**config.mk**
```make
export PLATFORM = sky130hd
export DESIGN_NAME = data_bus_bridge
export DESIGN_NICKNAME = d
export VERILOG_FILES = /design/src/rtl/data_bus_bridge.sv
export SDC_FILE = /design/constraint.sdc
export NUM_CORES = 1
export LEC_CHECK = 0
export ABC_AREA = 1
export BUFFER_PORTS_ARGS = -buffer_cell sky130_fd_sc_hd__buf_2
export CAP_MARGIN = 20
export CORE_MARGIN = 1.5
export CORE_UTILIZATION = 47
export CTS_BUF_LIST = sky130_fd_sc_hd__clkbuf_4 sky130_fd_sc_hd__clkbuf_8
export DETAILED_ROUTE_END_ITERATION = 6
export PLACE_DENSITY_LB_ADDON = 0.1
export SLEW_MARGIN = 30
export SYNTH_ARGS = -nofsm -noshare
export SYNTH_HDL_FRONTEND = slang
export SYNTH_SLANG_ARGS = --single-unit
```
**constraint.sdc**
```tcl
create_clock -name clk -period 1.8 [get_ports clk]
set_input_delay 0.45 -clock clk [delete_from_list [all_inputs] [get_ports clk]]
set_output_delay 0.45 -clock clk [all_outputs]
set_load 0.005 [all_outputs]
```
**src/rtl/data_bus_bridge.sv**
```systemverilog
// ---------------------------------------------------------------------------
// data_bus_bridge
//
// Purpose:
//   Address decoder and data steering between the CPU's M-stage memory port,
//   the external data memory, and an embedded programmable countdown timer.
//   Load data returns combinationally in the same cycle. The timer raises a
//   registered interrupt request for the exception stage.
//
// Memory map (byte addresses):
//   [0, DM_LIMIT)              data memory
//   [TC_BASE, TC_BASE+11]      timer: +0 CTRL, +4 PRESET, +8 COUNT
//   anything else              unmapped (reads 0, writes dropped)
//
// Ports:
//   clk         system clock, rising edge
//   reset       synchronous, active-low reset
//   cpu_addr    CPU data byte address
//   cpu_wdata   CPU store data, lane-aligned
//   cpu_byteen  CPU byte write enables (0000 = no write)
//   cpu_rdata   load data to the CPU (combinational)
//   dm_addr     data memory address (always cpu_addr)
//   dm_wdata    data memory write data (always cpu_wdata)
//   dm_byteen   data memory byte enables (gated by the DM decode)
//   dm_rdata    data memory read data (combinational)
//   tc_irq      timer interrupt request (registered)
//
// Timer CTRL bits: [0] EN, [2:1] MODE (01 auto-reload, else one-shot),
//                  [3] IM (interrupt mask, 1 = irq visible on tc_irq).
// ---------------------------------------------------------------------------
module data_bus_bridge #(
    parameter logic [31:0] DM_LIMIT = 32'h0000_3000,
    parameter logic [31:0] TC_BASE  = 32'h0000_7F00
) (
    input  logic        clk,
    input  logic        reset,
    input  logic [31:0] cpu_addr,
    input  logic [31:0] cpu_wdata,
    input  logic [3:0]  cpu_byteen,
    output logic [31:0] cpu_rdata,
    output logic [31:0] dm_addr,
    output logic [31:0] dm_wdata,
    output logic [3:0]  dm_byteen,
    input  logic [31:0] dm_rdata,
    output logic        tc_irq
);

    localparam logic [31:0] TC_LAST = TC_BASE + 32'd11;

    localparam logic [1:0] ST_IDLE = 2'd0;
    localparam logic [1:0] ST_LOAD = 2'd1;
    localparam logic [1:0] ST_CNT  = 2'd2;
    localparam logic [1:0] ST_INT  = 2'd3;

    localparam logic [1:0] OFF_CTRL   = 2'd0;
    localparam logic [1:0] OFF_PRESET = 2'd1;
    localparam logic [1:0] OFF_COUNT  = 2'd2;

    // ------------------------------------------------------------------
    // Timer state
    // ------------------------------------------------------------------
    logic [3:0]  ctrl_q,     ctrl_d;
    logic [31:0] preset_q,   preset_d;
    logic [31:0] count_q,    count_d;
    logic [1:0]  state_q,    state_d;
    logic        irq_flag_q, irq_flag_d;
    logic        tc_irq_q,   tc_irq_d;

    // ------------------------------------------------------------------
    // Decode
    // ------------------------------------------------------------------
    logic       sel_dm;
    logic       sel_tc;
    logic [1:0] tc_off;
    logic       full_word;
    logic       wr_ctrl;
    logic       wr_preset;
    logic       auto_reload;

    assign sel_dm    = (cpu_addr < DM_LIMIT);
    assign sel_tc    = (cpu_addr >= TC_BASE) && (cpu_addr <= TC_LAST);
    assign tc_off    = cpu_addr[3:2];
    assign full_word = (cpu_byteen == 4'b1111);

    // Only full-word stores reach the timer; COUNT is read-only.
    assign wr_ctrl   = sel_tc && full_word && (tc_off == OFF_CTRL);
    assign wr_preset = sel_tc && full_word && (tc_off == OFF_PRESET);

    // MODE 1x falls back to one-shot.
    assign auto_reload = (ctrl_q[2:1] == 2'b01);

    // ------------------------------------------------------------------
    // Data memory path
    // ------------------------------------------------------------------
    assign dm_addr   = cpu_addr;
    assign dm_wdata  = cpu_wdata;
    assign dm_byteen = sel_dm ? cpu_byteen : 4'b0000;

    // ------------------------------------------------------------------
    // Load data mux
    // ------------------------------------------------------------------
    always_comb begin
        cpu_rdata = 32'd0;
        if (sel_dm) begin
            cpu_rdata = dm_rdata;
        end else if (sel_tc) begin
            case (tc_off)
                OFF_CTRL:   cpu_rdata = {28'd0, ctrl_q};
                OFF_PRESET: cpu_rdata = preset_q;
                OFF_COUNT:  cpu_rdata = count_q;
                default:    cpu_rdata = 32'd0;
            endcase
        end
    end

    // ------------------------------------------------------------------
    // Timer next-state logic
    // ------------------------------------------------------------------
    always_comb begin
        ctrl_d   = ctrl_q;
        preset_d = preset_q;
        count_d  = count_q;
        state_d  = state_q;
        // In auto-reload the flag is a one-cycle pulse raised in INT; in
        // one-shot it holds until software rewrites CTRL. A mode change
        // always goes through a CTRL write, which clears the flag, so a
        // sticky flag can never leak into auto-reload mode.
        irq_flag_d = auto_reload ? 1'b0 : irq_flag_q;

        case (state_q)
            ST_IDLE: begin
                if (ctrl_q[0]) begin
                    state_d = ST_LOAD;
                end
            end
            ST_LOAD: begin
                count_d = preset_q;
                state_d = ST_CNT;
            end
            ST_CNT: begin
                if (!ctrl_q[0]) begin
                    // Disabled: freeze COUNT; the next enable reloads it.
                    state_d = ST_IDLE;
                end else if (count_q <= 32'd1) begin
                    // Covers PRESET=0, which then times out like PRESET=1.
                    count_d = 32'd0;
                    state_d = ST_INT;
                end else begin
                    count_d = count_q - 32'd1;
                end
            end
            ST_INT: begin
                irq_flag_d = 1'b1;
                state_d    = ST_IDLE;
                if (!auto_reload) begin
                    ctrl_d[0] = 1'b0;
                end
            end
            default: begin
                state_d = ST_IDLE;
            end
        endcase

        // Software writes are applied last so they win over the automatic
        // EN clear in INT, and any accepted CTRL write clears the flag.
        if (wr_ctrl) begin
            ctrl_d     = cpu_wdata[3:0];
            irq_flag_d = 1'b0;
        end
        // PRESET only feeds COUNT in LOAD, so a write mid-count waits for
        // the next reload.
        if (wr_preset) begin
            preset_d = cpu_wdata;
        end

        // Built purely from flops: no CPU-input-to-irq combinational path.
        tc_irq_d = irq_flag_q & ctrl_q[3];
    end

    // ------------------------------------------------------------------
    // Registers
    // ------------------------------------------------------------------
    always_ff @(posedge clk) begin
        if (!reset) begin
            ctrl_q     <= 4'd0;
            preset_q   <= 32'd0;
            count_q    <= 32'd0;
            state_q    <= ST_IDLE;
            irq_flag_q <= 1'b0;
            tc_irq_q   <= 1'b0;
        end else begin
            ctrl_q     <= ctrl_d;
            preset_q   <= preset_d;
            count_q    <= count_d;
            state_q    <= state_d;
            irq_flag_q <= irq_flag_d;
            tc_irq_q   <= tc_irq_d;
        end
    end

    assign tc_irq = tc_irq_q;

endmodule

```
==> results of run 1 <==
[sequential cells by signal, indices dropped and copies added, names as in the netlist]
| signal | cells |
|---|---|
| state_q | 2 |
| ctrl_q | 4 |
| preset_q | 32 |
| count_q | 32 |
| tc_irq | 1 |
| irq_flag_q | 1 |
[cell families (layout without fill, tap and decap cells)]
family,after synthesis,after routing
buf+inv,188,361
fa+ha+maj,2,2
flops,72,72
simple gates,442,444
xor+xnor,12,12
compound gates,138,138
[repair_timing]
item                                    4_1_cts  5_1_grt
gates cloned                                  4        4
pin swaps                                     5        4
endpoints found under the setup margin       36       90
gates resized for setup                      30       54
setup buffers                                 8        3
[critical path, delay by kind of cell]
kind | cells | cell delay [ps]
buf+inv | 4 | 540
simple gates | 7 | 670
[metal layers]
metal  track usage  up-vias  wire, microns
li1              -     3041              -
met1         0.372     2687           7640
met2         0.451      257           8050
met3        0.0269       25           1070
met4        0.0932        0            380
met5             0        -              0
[cell usage after synthesis]
| cell | count | area (sq um) |
|---|---|---|
| nand2_1 | 247 | 927 |
| nor2_1 | 109 | 409 |
| inv_1 | 82 | 308 |
| dfxtp_1 | 72 | 1440 |
| buf_4 | 68 | 510 |
| nand3_1 | 54 | 270 |
| a21oi_1 | 36 | 180 |
| o22ai_1 | 33 | 206 |
| a211oi_2 | 32 | 400 |
| clkbuf_1 | 26 | 97.6 |
| o21ai_1 | 21 | 105 |
| xor2_1 | 12 | 105 |
| o21ai_0 | 8 | 40.0 |
| nand4_1 | 7 | 43.8 |
| nor2_2 | 7 | 43.8 |
| nor2_4 | 7 | 78.8 |
| nand2_2 | 5 | 31.3 |
| buf_1 | 4 | 15.0 |
| o31ai_1 | 4 | 30.0 |
| a211oi_1 | 3 | 22.5 |
| buf_2 | 3 | 15.0 |
| buf_6 | 2 | 22.5 |
| ha_1 | 2 | 25.0 |
| inv_2 | 2 | 7.51 |
| clkinv_1 | 1 | 3.75 |
| nand2_4 | 1 | 11.3 |
| nand3_4 | 1 | 17.5 |
| nor2_8 | 1 | 20.0 |
| nor3b_1 | 1 | 7.51 |
| nor4_2 | 1 | 12.5 |
| nor4b_2 | 1 | 15.0 |
| o21ai_4 | 1 | 16.3 |
[placed cells by master (no fill, tap or decap), types with 2 or more instances in the layout]
cell type and instances:
buf_4 44, nand4_1 7, nand3_2 11, nor2_1 78
nor2_4 21, dfxtp_1 70, nand2_4 3, dfxtp_2 2
buf_8 3, a21oi_1 36, clkbuf_4 2, o31ai_2 4
o22ai_1 31, inv_2 6, a211oi_1 3, o21ai_0 8
clkbuf_16 2, nand3_1 43, o21ai_1 21, nor2_2 26
clkbuf_8 12, nand2_2 13, xor2_1 12, o22ai_2 2
buf_12 8, buf_2 188, buf_16 2, nand2_1 237
inv_1 77, a211oi_2 32, buf_6 15
[through the flow]
| stage | worst slack, ps | total power [W] | instances | cell area, sq um | setup TNS, ps |
|---|---|---|---|---|---|
| 3_5_place_dp | -340 | 0.00197 | 1142 | 6510 | -19980 |
| 4_1_cts | -323 | 0.00320 | 1167 | 6980 | -10030 |
| 2_1_floorplan | -65.7 | 0.00182 | 854 | 5590 | -1790 |
| 5_1_grt | -405 | 0.00330 | 1172 | 7200 | -13300 |
| 3_3_place_gp | -353 | 0.00196 | 1142 | 6510 | -19890 |
| 6_report | -336 | 0.00321 | 1172 | 7200 | -10830 |
[area by class of cell]
| cell class | count | area share |
|---|---|---|
| inverters | 85 | 0.0454 |
| well taps | 143 | 0.0249 |
| multi-input cells | 596 | 0.461 |
| flip-flops and latches | 72 | 0.201 |
| clock buffers | 14 | 0.0250 |
| repair buffers | 262 | 0.243 |
[final timing paths]
kind                    to  slack [ps]  cells after the start
max          cpu_rdata[19]        -340                     11
min              ctrl_q[0]         370                      3
max reg2reg     state_q[0]          70                      9
min reg2reg      ctrl_q[3]         480                      2
[power by group through the flow]
stage,Sequential (W),Combinational [W],Clock (W)
after floorplan,0.00163,0.000187,0
after global placement,0.00163,0.000335,0
after detailed placement,0.00163,0.000337,0
after CTS,0.00159,0.000354,0.00125
after global routing,0.00159,0.000400,0.00131
final,0.00159,0.000369,0.00125
==> summary.md, run 1 <==
| Metric | Value |
|---|---|
| Status | finished, violations left |
| Failing checks | setup timing |
| F_max | between 400 and 500 MHz |
| Register area share after synthesis | 0.265 |
| HP Start | cpu_wdata[0] |
| Synth Instances | 854 |
| Crit-path cells | buf_2, nor2_4, nand2_2, nor2_2, nand2_2, buf_6, nor2_4, buf_12, nand3_1, nand2_1, buf_2 |
| Largest family of logic cells by synthesized area | simple AND/OR/NAND/NOR gates |
| TritonCTS Sinks | 72 |
| Sw Share | 0.249 |
| DP Wirelength | 11.9 mm |
| Post-Synth XOR/XNOR Area | 0.0193 |
| Comb power frac | 0.115 |
| Register area | between 0.001 and 0.0015 sq mm |
| Hold WC Path Type | in -> reg |
| Post-CTS Hold Buffers | 0 |
| I/O pin count | between 200 and 250 |
| Antenna violations before repair | 0 |
| Relative slew slack | 0.679 |
| First-pass iteration count of the detailed router | 5 |
| Multi-input logic area | roughly 0.0033 sq mm |
| MaxCap Viol Count | 0 |
| Diodes inserted | 0 |
| Worst EP arrival | 1690 ps |
| Largest fanout on the critical path | 18 |
| Final Max Slew Viols | 0 |
| ANT nets after route | 0 |
| Fin crit share | 1.19 |
| Period minus WS final | between 2000 and 2500 ps |
| Clock-pin transition on the worst setup and hold timing paths | 80 ps |
| Clk_lat worst skew | 360 ps |
| Final Hold Vio Count | 0 |
| Total number of vias | 6010 |
| DR WL/cell | 14.6 microns |
| Grt total ovfl | 0 |
| Register share of total power | 0.496 |
| Final setup fails | 36 |
| WL final | 17.1 mm |
| Vias per cell | 5.13 |
| Crit. End Element | output pin |
| DR iter-0 viols | 302 |
| Required time of the worst setup path | around 1400 ps |
| GP Congestion | 0.926 |
| Syn nets | approximately 960 |
| Placement Rows | 39 |
| Drt drc | 0 |
| Port-buffer cells | around 200 |
| Die X | ~110 microns |
| Hold_ws | 371 ps |
| CP peak stage delay | ~190 ps |
| Pin count of the biggest net entering global routing | 40 |
| NetSw | 0.000800 W |
| Yosys cell types | 32 |
| Synth Cell Area | about 0.0054 sq mm |
| Die H | about 110 microns |
| Power Dens Cells | 446 mW/mm^2 |
| Clock root buffer master | clkbuf_8 |
| Slew @ Worst Pin | 480 ps |
| H-tree levels | 3 |
| CP max-delay cell | buf_12 |
| CTS Buffer Depth | 2 |
| Critical path launch point type | input pin |
| P_int | 0.00241 W |
| Multiplexer area fraction after synthesis | 0 |
| Vias in the first global route | 5438 |
| Adder-Cell Fraction of Synth Area | 0.00460 |
| First-pass GRT wire length | roughly 27 mm |
| Worst reg2reg startpoint | count_q[1] |
| Mean post-synth cell area | 6.37 sq um |
| WS Path Type | in -> out |
| Nets | about 1100 |
| Die Area | 0.0122 sq mm |
| Fillers | 1106 |
| All-Layer GR Usage | 0.273 |
| Worst Setup Slack, final | -336 ps |
| Leak Pwr | 3.41 nW |
| Final core occ | 0.633 |
| Simple-gate area share of the yosys netlist | 0.347 |
| RSZ-0062 raised after global routing | true |
| Complex-gate fraction of the synthesized area | 0.184 |
| Area grow syn2layout | 32.3% |
| CP startpoint | cpu_addr[22] |
| Starting density of the core | 0.478 |
| Clk network pwr share | 0.389 |
| Maximum vdd drop | around 0.00025 V |
| Synth warn | 0 |
| CTS tree | yes |
| Num CTS Buffers | 9 |
| Core area | 0.0114 sq mm |
| Ratio of cells with drive above 1 in the final layout | 0.394 |
| Clk_skew | 11.3 ps |
| Seq cells post-synth | 72 |
Power figures use the tool's default switching activity.
==> inputs of run 2 (changes only) <==
Settings changed: BUFFER_PORTS_ARGS -buffer_cell sky130_fd_sc_hd__buf_2 to -buffer_cell sky130_fd_sc_hd__clkbuf_2, GPL_ROUTABILITY_DRIVEN set to 0.
==> run 2 against run 1 <==
The run still ends with setup timing left. Hold slack worse by 6.0 ps. Die area unchanged. Clock-buffer cell count shrank 2. Core utilization up 2.1 points. Critical endpoint is now cpu_rdata[15]. Largest cell class unchanged. Highest routed layer unchanged.
==> summary.md, run 2 (same netlist as run 1, synthesis figures left out) <==
| Metric | Value |
|---|---|
| Hold-critical path depth | 3 (unchanged) |
| Fillers | 1071 (was 1106) |
| Pin count of the biggest net entering global routing | 33 (was 40) |
| WHS Endpoint | ctrl_q[0] (unchanged) |
| Starting density of the core | 0.478 (unchanged) |
| Slew @ Worst Pin | 370 ps (was 480 ps) |
| H-tree levels | 3 (unchanged) |
| Comb power frac | 0.119 (was 0.115) |
| P_int | 0.00234 W (was 0.00241 W) |
| MaxCap Viol Count | 0 (unchanged) |
| Ratio of cells with drive above 1 in the final layout | 0.419 (was 0.394) |
| Register share of total power | 0.506 (was 0.496) |
| Critical path launch point type | input pin (unchanged) |
| Power Dens Cells | 423 mW/mm^2 (was 446 mW/mm^2) |
| CTS Buffer Depth | 2 (unchanged) |
| Final Max Slew Viols | 0 (unchanged) |
| Area grow syn2layout | 36.8% (was 32.3%) |
| Clock root buffer master | clkbuf_8 (unchanged) |
| Required time of the worst setup path | 1350 ps (about the same) |
| FF-to-FF path depth | 11 (was 9) |
| First-pass iteration count of the detailed router | 5 (unchanged) |
| DP Wirelength | 11.9 mm (about the same) |
| DR WL/cell | 15.0 microns (was 14.6 microns) |
| Sw Share | 0.256 (was 0.249) |
| Commonest non-fill, non-tap cell in the layout | nand2_1 (unchanged) |
| All-Layer GR Usage | 0.265 (was 0.273) |
| RSZ-0062 raised after global routing | true (unchanged) |
| Final setup fails | 36 (unchanged) |
| DR iter-0 viols | 334 (was 302) |
| Antenna violations before repair | 0 (unchanged) |
| Worst reg2reg startpoint | count_q[6] (was count_q[1]) |
| Clock-pin transition on the worst setup and hold timing paths | 70 ps (was 80 ps) |
| Fin crit share | 1.18 (was 1.19) |
| Maximum vdd drop | 0.000328 V (was 0.000250 V) |
| Core area | 0.0114 sq mm (unchanged) |
| Commonest cells after routing, fill and taps aside | nand2_1 (219), clkbuf_2 (186), nor2_1 (88), inv_1 (77), dfxtp_1 (70) (was nand2_1 (237), buf_2 (188), nor2_1 (78), inv_1 (77), dfxtp_1 (70)) |
| Cells after DPL | 1141 (was 1142) |
| WS Path Type | in -> out (unchanged) |
| Grt total ovfl | 0 (unchanged) |
| Crit. End Element | output pin (unchanged) |
| Vias in the first global route | 5273 (was 5438) |
| Reg-to-reg endpoint | count_q[22] (was state_q[0]) |
| Clk_lat worst skew | 360 ps (about the same) |
| Post-CTS Hold Buffers | 0 (unchanged) |
| Clk_skew | 10.9 ps (was 11.3 ps) |
| I/O pin count | 203 (unchanged) |
| Non-Filler Instances | 1180 (was 1172) |
| CTS tree | yes (unchanged) |
| Period minus WS final | 2120 ps (was 2140 ps) |
| Vias per cell | 5.13 (about the same) |
| Relative slew slack | 0.753 (was 0.679) |
| Pre-CTS setup slack | -348 ps (was -340 ps) |
| Placement Rows | 39 (unchanged) |
| Clk network pwr share | 0.375 (was 0.389) |
| NetSw | 0.000806 W (was 0.000800 W) |
| Final core occ | 0.655 (was 0.633) |
| Hold WC Path Type | in -> reg (unchanged) |
| HP Start | cpu_wdata[0] (unchanged) |
| Die X | 111 microns (unchanged) |
| TritonCTS Sinks | 72 (unchanged) |
| Drt drc | 0 (unchanged) |
| First-pass GRT wire length | 26.5 mm (was 27.1 mm) |
| Reg2Reg Setup Slack | 80 ps (was 70 ps) |
| ANT nets after route | 0 (unchanged) |
| Worst EP arrival | 1670 ps (was 1690 ps) |
| WL final | 17.7 mm (was 17.1 mm) |
| Status | finished, violations left (unchanged) |
| Setup TNS | -10590 ps (was -10830 ps) |
| Largest fanout on the critical path | 5 (was 18) |
| Worst Setup Slack, final | -325 ps (was -336 ps) |
| Die H | 111 microns (unchanged) |
| Nets | 1136 (was 1130) |
| Hold_ws | 365 ps (was 371 ps) |
| Failing checks | setup timing (unchanged) |
| Leak Pwr | 3.54 nW (was 3.41 nW) |
| Num CTS Buffers | 9 (unchanged) |
| Final Hold Vio Count | 0 (unchanged) |
| Die Area | 0.0122 sq mm (unchanged) |
| Port-buffer cells | 198 (unchanged) |
| Total number of vias | 6050 (was 6010) |
| Diodes inserted | 0 (unchanged) |
| F_max | 471 MHz (was 468 MHz) |
| Largest registers | count_q (32), preset_q (32), ctrl_q (4) (unchanged) |
==> run 2: per-layer routing <==
layer,routed length (microns),GRT usage
met3,1240,0.0318
met5,0,0
met4,255,0.0786
met1,7650,0.368
met2,8560,0.434
==> run 2: final cells by class <==
cell class	count	area, sq um	area share
multi-input cells	596	3420	0.459
repair buffers	268	1900	0.255
flip-flops and latches	72	1440	0.194
inverters	85	332	0.0446
well taps	143	179	0.0240
clock buffers	12	153	0.0205
clock inverters	4	20.0	0.00269
==> run 2: worst max-delay path by stage <==
stage	from	end	slack, ps	depth (start not counted)
6_report	cpu_addr[28]	cpu_rdata[15]	-320	12
5_1_grt	cpu_addr[18]	cpu_rdata[15]	-390	12
4_1_cts	cpu_addr[19]	cpu_rdata[20]	-320	12
3_5_place_dp	cpu_addr[30]	cpu_rdata[1]	-350	10
3_3_place_gp	cpu_addr[2]	cpu_rdata[26]	-330	9
2_1_floorplan	cpu_addr[30]	cpu_rdata[10]	-70	9
==> run 2: repair_timing <==
item	CTS	global route
gates resized for setup	25	86
setup endpoints to repair	36	63
pin swaps	8	39
gates cloned	3	11
setup buffers	3	7
==> run 2: per-stage QoR <==
stage	area (sq um)	power, W
after floorplan	5590	0.00182
after global placement	6530	0.00198
after detailed placement	6530	0.00198
after CTS	6900	0.00314
after global routing	7440	0.00325
final	7440	0.00315
==> run 2: power by group through the flow <==
stage / Sequential [W] / Clock (W) / Combinational, W
floorplan: 0.00163 / 0 / 0.000187
global placement: 0.00163 / 0 / 0.000349
detailed placement: 0.00163 / 0 / 0.000349
finish: 0.00159 / 0.00118 / 0.000375
CTS: 0.00159 / 0.00119 / 0.000356
global route: 0.00159 / 0.00126 / 0.000404
==> run 2: critical path, cell delays in order <==
cell and delay (ps):
buf_6 100, nor2_4 90, nand2_2 70, nor2_4 130
nand2_4 80, nor2_4 130, buf_6 130, buf_12 140
buf_16 150, nand2_4 50, nand2_2 50, buf_2 100
